### config.mk
export PLATFORM = sky130hd
export DESIGN_NAME = sample_delay_ram
export DESIGN_NICKNAME = d
export VERILOG_FILES = /design/src/rtl/sample_delay_ram.sv
export SDC_FILE = /design/constraint.sdc
export NUM_CORES = 2
export LEC_CHECK = 0
export BUFFER_PORTS_ARGS = -buffer_cell sky130_fd_sc_hd__buf_2
export CAP_MARGIN = 20
export CORE_ASPECT_RATIO = 2
export CORE_MARGIN = 10
export CORE_UTILIZATION = 30
export DETAILED_ROUTE_END_ITERATION = 8
export PLACE_DENSITY_LB_ADDON = 0.12
export SYNTH_ARGS = -nofsm -noshare
export SYNTH_HDL_FRONTEND = slang
export SYNTH_SLANG_ARGS = --single-unit
### constraint.sdc
create_clock -name clk -period 8.54 [get_ports clk]
set_input_delay 0 -clock clk [delete_from_list [all_inputs] [get_ports clk]]
set_output_delay 0 -clock clk [all_outputs]
set_load 0.03 [all_outputs]
### src/rtl/sample_delay_ram.sv
// Circular delay line in a synchronous-read RAM; each accepted sample emits TAPS taps, newest first.
// Optional macro DLY_CLEAR_EN: sweep zeros through the RAM after reset before accepting samples.
module sample_delay_ram #(
  parameter int D_WIDTH = 24,
  parameter int A_WIDTH = 6,
  parameter int DEPTH   = 1 << A_WIDTH,
  parameter int TAPS    = 16
) (
  input  logic                                       clk,
  input  logic                                       rst,
  input  logic                                       in_valid,
  output logic                                       in_ready,
  input  logic [D_WIDTH-1:0]                         in_data,
  output logic                                       out_valid,
  input  logic                                       out_ready,
  output logic [D_WIDTH-1:0]                         out_data,
  output logic [((TAPS > 1) ? $clog2(TAPS) : 1)-1:0] out_tap,
  output logic                                       out_last
);
  localparam int TW = (TAPS > 1) ? $clog2(TAPS) : 1;
  localparam logic [TW-1:0]      LAST_TAP = TW'(TAPS - 1);
  localparam logic [A_WIDTH-1:0] TOP_ADDR = A_WIDTH'(DEPTH - 1);

`ifdef DLY_CLEAR_EN
  typedef enum logic [1:0] {CLEAR, IDLE, READ} state_t;
  localparam state_t RST_STATE = CLEAR;
`else
  typedef enum logic [1:0] {IDLE, READ} state_t;
  localparam state_t RST_STATE = IDLE;
`endif

  state_t             r_state, w_state_nxt;
  logic [D_WIDTH-1:0] r_mem [DEPTH];
  logic [A_WIDTH-1:0] r_wr_ptr, r_rd_addr, w_waddr;
  logic [D_WIDTH-1:0] r_s1_data, r_out_data, w_wdata;
  logic [TW-1:0]      r_iss_k, r_s1_tap, r_out_tap;
  logic               r_iss_act, r_s1_vld, r_s1_last, r_out_valid, r_out_last;
  logic               w_accept, w_s2_en, w_issue, w_last_hs, w_we;
`ifdef DLY_CLEAR_EN
  logic [A_WIDTH-1:0] r_clr;
`endif

  assign in_ready  = (r_state == IDLE) && !rst;
  assign w_accept  = in_valid && in_ready;
  // Stage 1 is the RAM read register, stage 2 the output/hold register.
  assign w_s2_en   = !r_out_valid || out_ready;
  assign w_issue   = r_iss_act && (!r_s1_vld || w_s2_en);
  assign w_last_hs = r_out_valid && out_ready && r_out_last;

  assign out_valid = r_out_valid;
  assign out_data  = r_out_data;
  assign out_tap   = r_out_tap;
  assign out_last  = r_out_last;

  always_ff @(posedge clk) begin
    if (rst) r_state <= RST_STATE;
    else     r_state <= w_state_nxt;
  end

  always_comb begin
    w_state_nxt = r_state;
    case (r_state)
`ifdef DLY_CLEAR_EN
      CLEAR:   if (r_clr == TOP_ADDR) w_state_nxt = IDLE;
`endif
      IDLE:    if (w_accept) w_state_nxt = READ;
      READ:    if (w_last_hs) w_state_nxt = IDLE;
      default: w_state_nxt = RST_STATE;
    endcase
  end

  always_comb begin
    w_we    = w_accept;
    w_waddr = r_wr_ptr;
    w_wdata = in_data;
`ifdef DLY_CLEAR_EN
    if (r_state == CLEAR && !rst) begin
      w_we    = 1'b1;
      w_waddr = r_clr;
      w_wdata = '0;
    end
`endif
  end

`ifdef DLY_CLEAR_EN
  always_ff @(posedge clk) begin
    if (rst)                   r_clr <= '0;
    else if (r_state == CLEAR) r_clr <= r_clr + 1'b1;
  end
`endif

  always_ff @(posedge clk) begin
    if (w_we)    r_mem[w_waddr] <= w_wdata;
    if (w_issue) r_s1_data      <= r_mem[r_rd_addr];
  end

  always_ff @(posedge clk) begin
    if (rst) begin
      r_wr_ptr    <= '0;
      r_rd_addr   <= '0;
      r_iss_k     <= '0;
      r_iss_act   <= 1'b0;
      r_s1_vld    <= 1'b0;
      r_s1_tap    <= '0;
      r_s1_last   <= 1'b0;
      r_out_valid <= 1'b0;
      r_out_data  <= '0;
      r_out_tap   <= '0;
      r_out_last  <= 1'b0;
    end else begin
      if (w_accept) begin
        r_wr_ptr  <= (r_wr_ptr == TOP_ADDR) ? '0 : r_wr_ptr + 1'b1;
        r_rd_addr <= r_wr_ptr;
        r_iss_k   <= '0;
        r_iss_act <= 1'b1;
      end else if (w_issue) begin
        r_rd_addr <= (r_rd_addr == '0) ? TOP_ADDR : r_rd_addr - 1'b1;
        r_iss_k   <= r_iss_k + 1'b1;
        if (r_iss_k == LAST_TAP) r_iss_act <= 1'b0;
      end

      if (w_issue) begin
        r_s1_vld  <= 1'b1;
        r_s1_tap  <= r_iss_k;
        r_s1_last <= (r_iss_k == LAST_TAP);
      end else if (r_s1_vld && w_s2_en) begin
        r_s1_vld  <= 1'b0;
      end

      if (w_s2_en) begin
        r_out_valid <= r_s1_vld;
        r_out_last  <= r_s1_vld && r_s1_last;
        if (r_s1_vld) begin
          r_out_data <= r_s1_data;
          r_out_tap  <= r_s1_tap;
        end
      end
    end
  end
endmodule

==> impl_results.md <==
- Status: finished clean
- Max Cap Violations: 0
- Flop pwr share: 50.8%
- Main synth FF type: edfxtp_1
- First-pass GRT wire length: 271000 um
- Post-synthesis sequential area ratio: 77.4%
- CP bufs+invs: 2
- Worst slew margin: 29.9%
- Area Growth Syn to Fin: 16.0%
- Non-Filler Instances: 5984
- Hold_ws: 0.102 ns
- Psw: 4.03 mW
- Die area: 0.226 mm2
- Final hold vios: 0
- Worst IR Drop VDD: 0.138 mV
- Clk_skew: 0.0437 ns
- CTS tree: built
- Fmax: 239 MHz
- Number of stages on the worst setup path: 7
- Post-synth EDFFs: 1560
- Fin. max-slew vios: 0
- Cell Area, Synth: 0.0619 mm2
- GPL Wtd Cong: 0.783
- Worst-path cell chain: buf_4, buf_4, nor2_1, a221oi_2, a21oi_1, o211a_1, a221oi_1
- HP Class: in2reg
- Antenna violations before repair: 6
- Final wirelength: 196000 um
- Delay-heaviest family, CP: compound AO/OA/AOI/OAI gates
- Dominant cells by area after synthesis: edfxtp_1 76%, mux4_2 15%, dfxtp_1 1.7%
- Clk network pwr share: 40.4%
- Vias/cell: 5.04
- CP max FO: 46
- Initial Util: 30.2%
- Top Usage Layer GRT: met2
- Clock tree sinks: 1614
- Crit-path max cell delay: 0.75 ns
- First-pass DRT Iterations: 5
- Gate Count Post-Synth: 2918
- P_int: 13.3 mW
- Fin crit period: 4.18 ns
- Share of the synthesized area in the top cell type: 75.7%
- Final WS setup: 4.36 ns
- Die W: 341 um
- Core Box Area: 0.205 mm2
- WL/cell: 32.7 um
- Combinational Power Share: 8.8%
- HPWL Detailed: 119000 um
- Root Buffer: clkbuf_16
- CTS Buf Count: 158
- Post-CTS Setup Bufs: 0
- Die height: 662 um
- Initial drt markers: 2211
- Slowest-stage cell, CP: a221oi_1
- CTS Buffer Depth: 4
- CP Launch Type: flop
- ANT nets after route: 0
- Final setup fails: 0
- Hold Path Stages: 5
- Fin util: 35.0%
- GRT Total Usage: 17.1%
- PortBufs: 58
- Placed Instances: 5669
- Layout cells sized above 1: 27.8%
- Global Route met2 Usage: 32.8%
- GRT overflow: 0
- Largest net degree at the start of global routing: 109
- Grt met3 use: 1.83%
- Most frequent CP cell: buf_4
- Power Density: 241 mW/mm2
- CP endpoint kind: flop
- Final period utilization: 49.0%
- Crit path required time: 9.03 ns
- I/O pin count: 59
- Synth Warn #: 0
- DRC errors left: 0
- Yosys cell types: 53
- Core Rows: 235
- WP data arrival: 4.67 ns
- Crit path kind: reg2reg
- Leakage: 21.7 nW
- Fin nets: 3171
- Pin slew with the least headroom to its limit: 1.05 ns
- Clock transition at the registers of the reported paths: 0.06 ns
- Placement Setup Slack: 4.29 ns
- Worst-Skew Late Latency: 0.82 ns
- Synth Area per Inst: 21.2 um2
- Vias in the first global route: 32500
- Met1 Usage GRT: 19.4%
- Syn nets: 2950
- Asr flop ratio synth: 0%
- Number of H-tree levels: 4
- Worst Reg-to-Reg Cells: 7
- Switching Fraction: 23.3%
- Post-synth top area cell: edfxtp_1
- RSZ-0062 raised after global routing: no
- Register bit total from synthesis: 1614
- Routed vias: 30200
- Setup tns final: 0 ns
## final timing paths
kind	startpoint	to	slack [ns]
worst max register to register	r_rd_addr[1]$_SDFFE_PP0P_	r_s1_data[0]$_DFFE_PP_	4.36
worst max-delay path	r_rd_addr[1]$_SDFFE_PP0P_	r_s1_data[0]$_DFFE_PP_	4.36
worst min register to register	out_data[13]$_SDFFE_PP0P_	out_data[13]$_SDFFE_PP0P_	0.45
worst min-delay path	out_ready	out_valid$_SDFFE_PP0P_	0.10
## worst register-to-register path: stages, from the launching register on
cell	delay, ns
dfxtp_4	0.57
buf_4	0.66
buf_4	0.85
nor2_1	0.24
a221oi_2	0.40
a21oi_1	0.08
o211a_1	0.32
a221oi_1	0.76
## stage by stage
step                cell area [um2]  total power [mW]
finish                        71800              17.3
global route                  71800              17.9
CTS                           71700              17.5
detailed placement            66400              10.5
global placement              66300              10.5
floorplan                     61900              9.79
## placed cells by master (no fill, tap or decap), drive strengths merged, types with 26 or more instances in the layout
cell type       n
a21oi          78
a31oi          26
buf           193
clkbuf        189
clkinv         67
dfxtp          54
dlygate4sd3    31
edfxtp       1560
mux2i          82
mux4          405
nand2         254
nand3          28
nor2           98
## flip-flops by register name, indices dropped and copies added (netlist names), 4 cells and up
register   count
r_rd_addr      6
r_wr_ptr       6
r_s1_tap       4
r_iss_k        4
out_data      24
r_s1_data     24
out_tap        4
r_mem       1536
## what timing repair did
| item | CTS | global route |
|---|---|---|
| gates resized for setup | 0 | 0 |
| hold buffers | 29 | 2 |
| hold endpoints to repair | 1365 | 128 |
## area by class of cell
class	count	area [um2]
Inverter	10	38.8
Tap cell	2725	3410
Clock inverter	85	811
Antenna cell	6	15.0
Clock buffer	189	4200
Sequential cell	1614	47900
Timing Repair Buffer	224	1810
Multi-Input combinational cell	1131	13600
Fill cell	19200	133000
## logic make-up after synthesis
| logic type | synth area share, % |
|---|---|
| AO/OA/AOI/OAI | 1.86 |
| AND/OR/NAND/NOR | 3.06 |
| XOR/XNOR | 0.0708 |
| flip-flops | 77.4 |
| buffers and inverters | 1.37 |
| adder cells (fa/ha/maj) | 0.0808 |
| multiplexers | 16.2 |
## synth_stat cells (2+ instances only)
library cell / count
o22ai_1: 12
nor3_1: 13
ha_1: 4
dfxtp_1: 54
a221oi_1: 3
buf_6: 7
or3_1: 4
edfxtp_1: 1560
inv_1: 7
clkinv_1: 2
buf_2: 55
a21oi_1: 78
xor2_1: 3
mux4_2: 405
buf_1: 13
a22oi_1: 13
nand3b_1: 3
a211oi_1: 11
nand3_1: 28
nor2_1: 98
nand4_1: 18
o211ai_1: 3
xnor2_1: 2
nand2b_1: 6
a31o_2: 2
a31oi_1: 26
clkbuf_1: 68
mux2_2: 5
buf_4: 20
o221ai_1: 15
a2111oi_0: 2
o21ai_0: 7
nor2b_1: 17
mux2i_1: 82
nand2_1: 254
## power by group through the flow
stage / clock network [mW] / logic (mW) / registers [mW]
after detailed placement: 0 / 1.55 / 8.97
after global placement: 0 / 1.54 / 8.97
after floorplan: 0 / 0.870 / 8.92
after CTS: 7.18 / 1.57 / 8.80
after global routing: 7.44 / 1.62 / 8.79
final: 6.98 / 1.52 / 8.80
## layer usage
metal | up-vias | part of all wire, %
li1 | 12500 | -
met1 | 16600 | 37
met2 | 811 | 56
met3 | 257 | 3.7
met4 | 0 | 3.4
met5 | - | 0
Note: power is estimated with default switching activity, not from simulation.
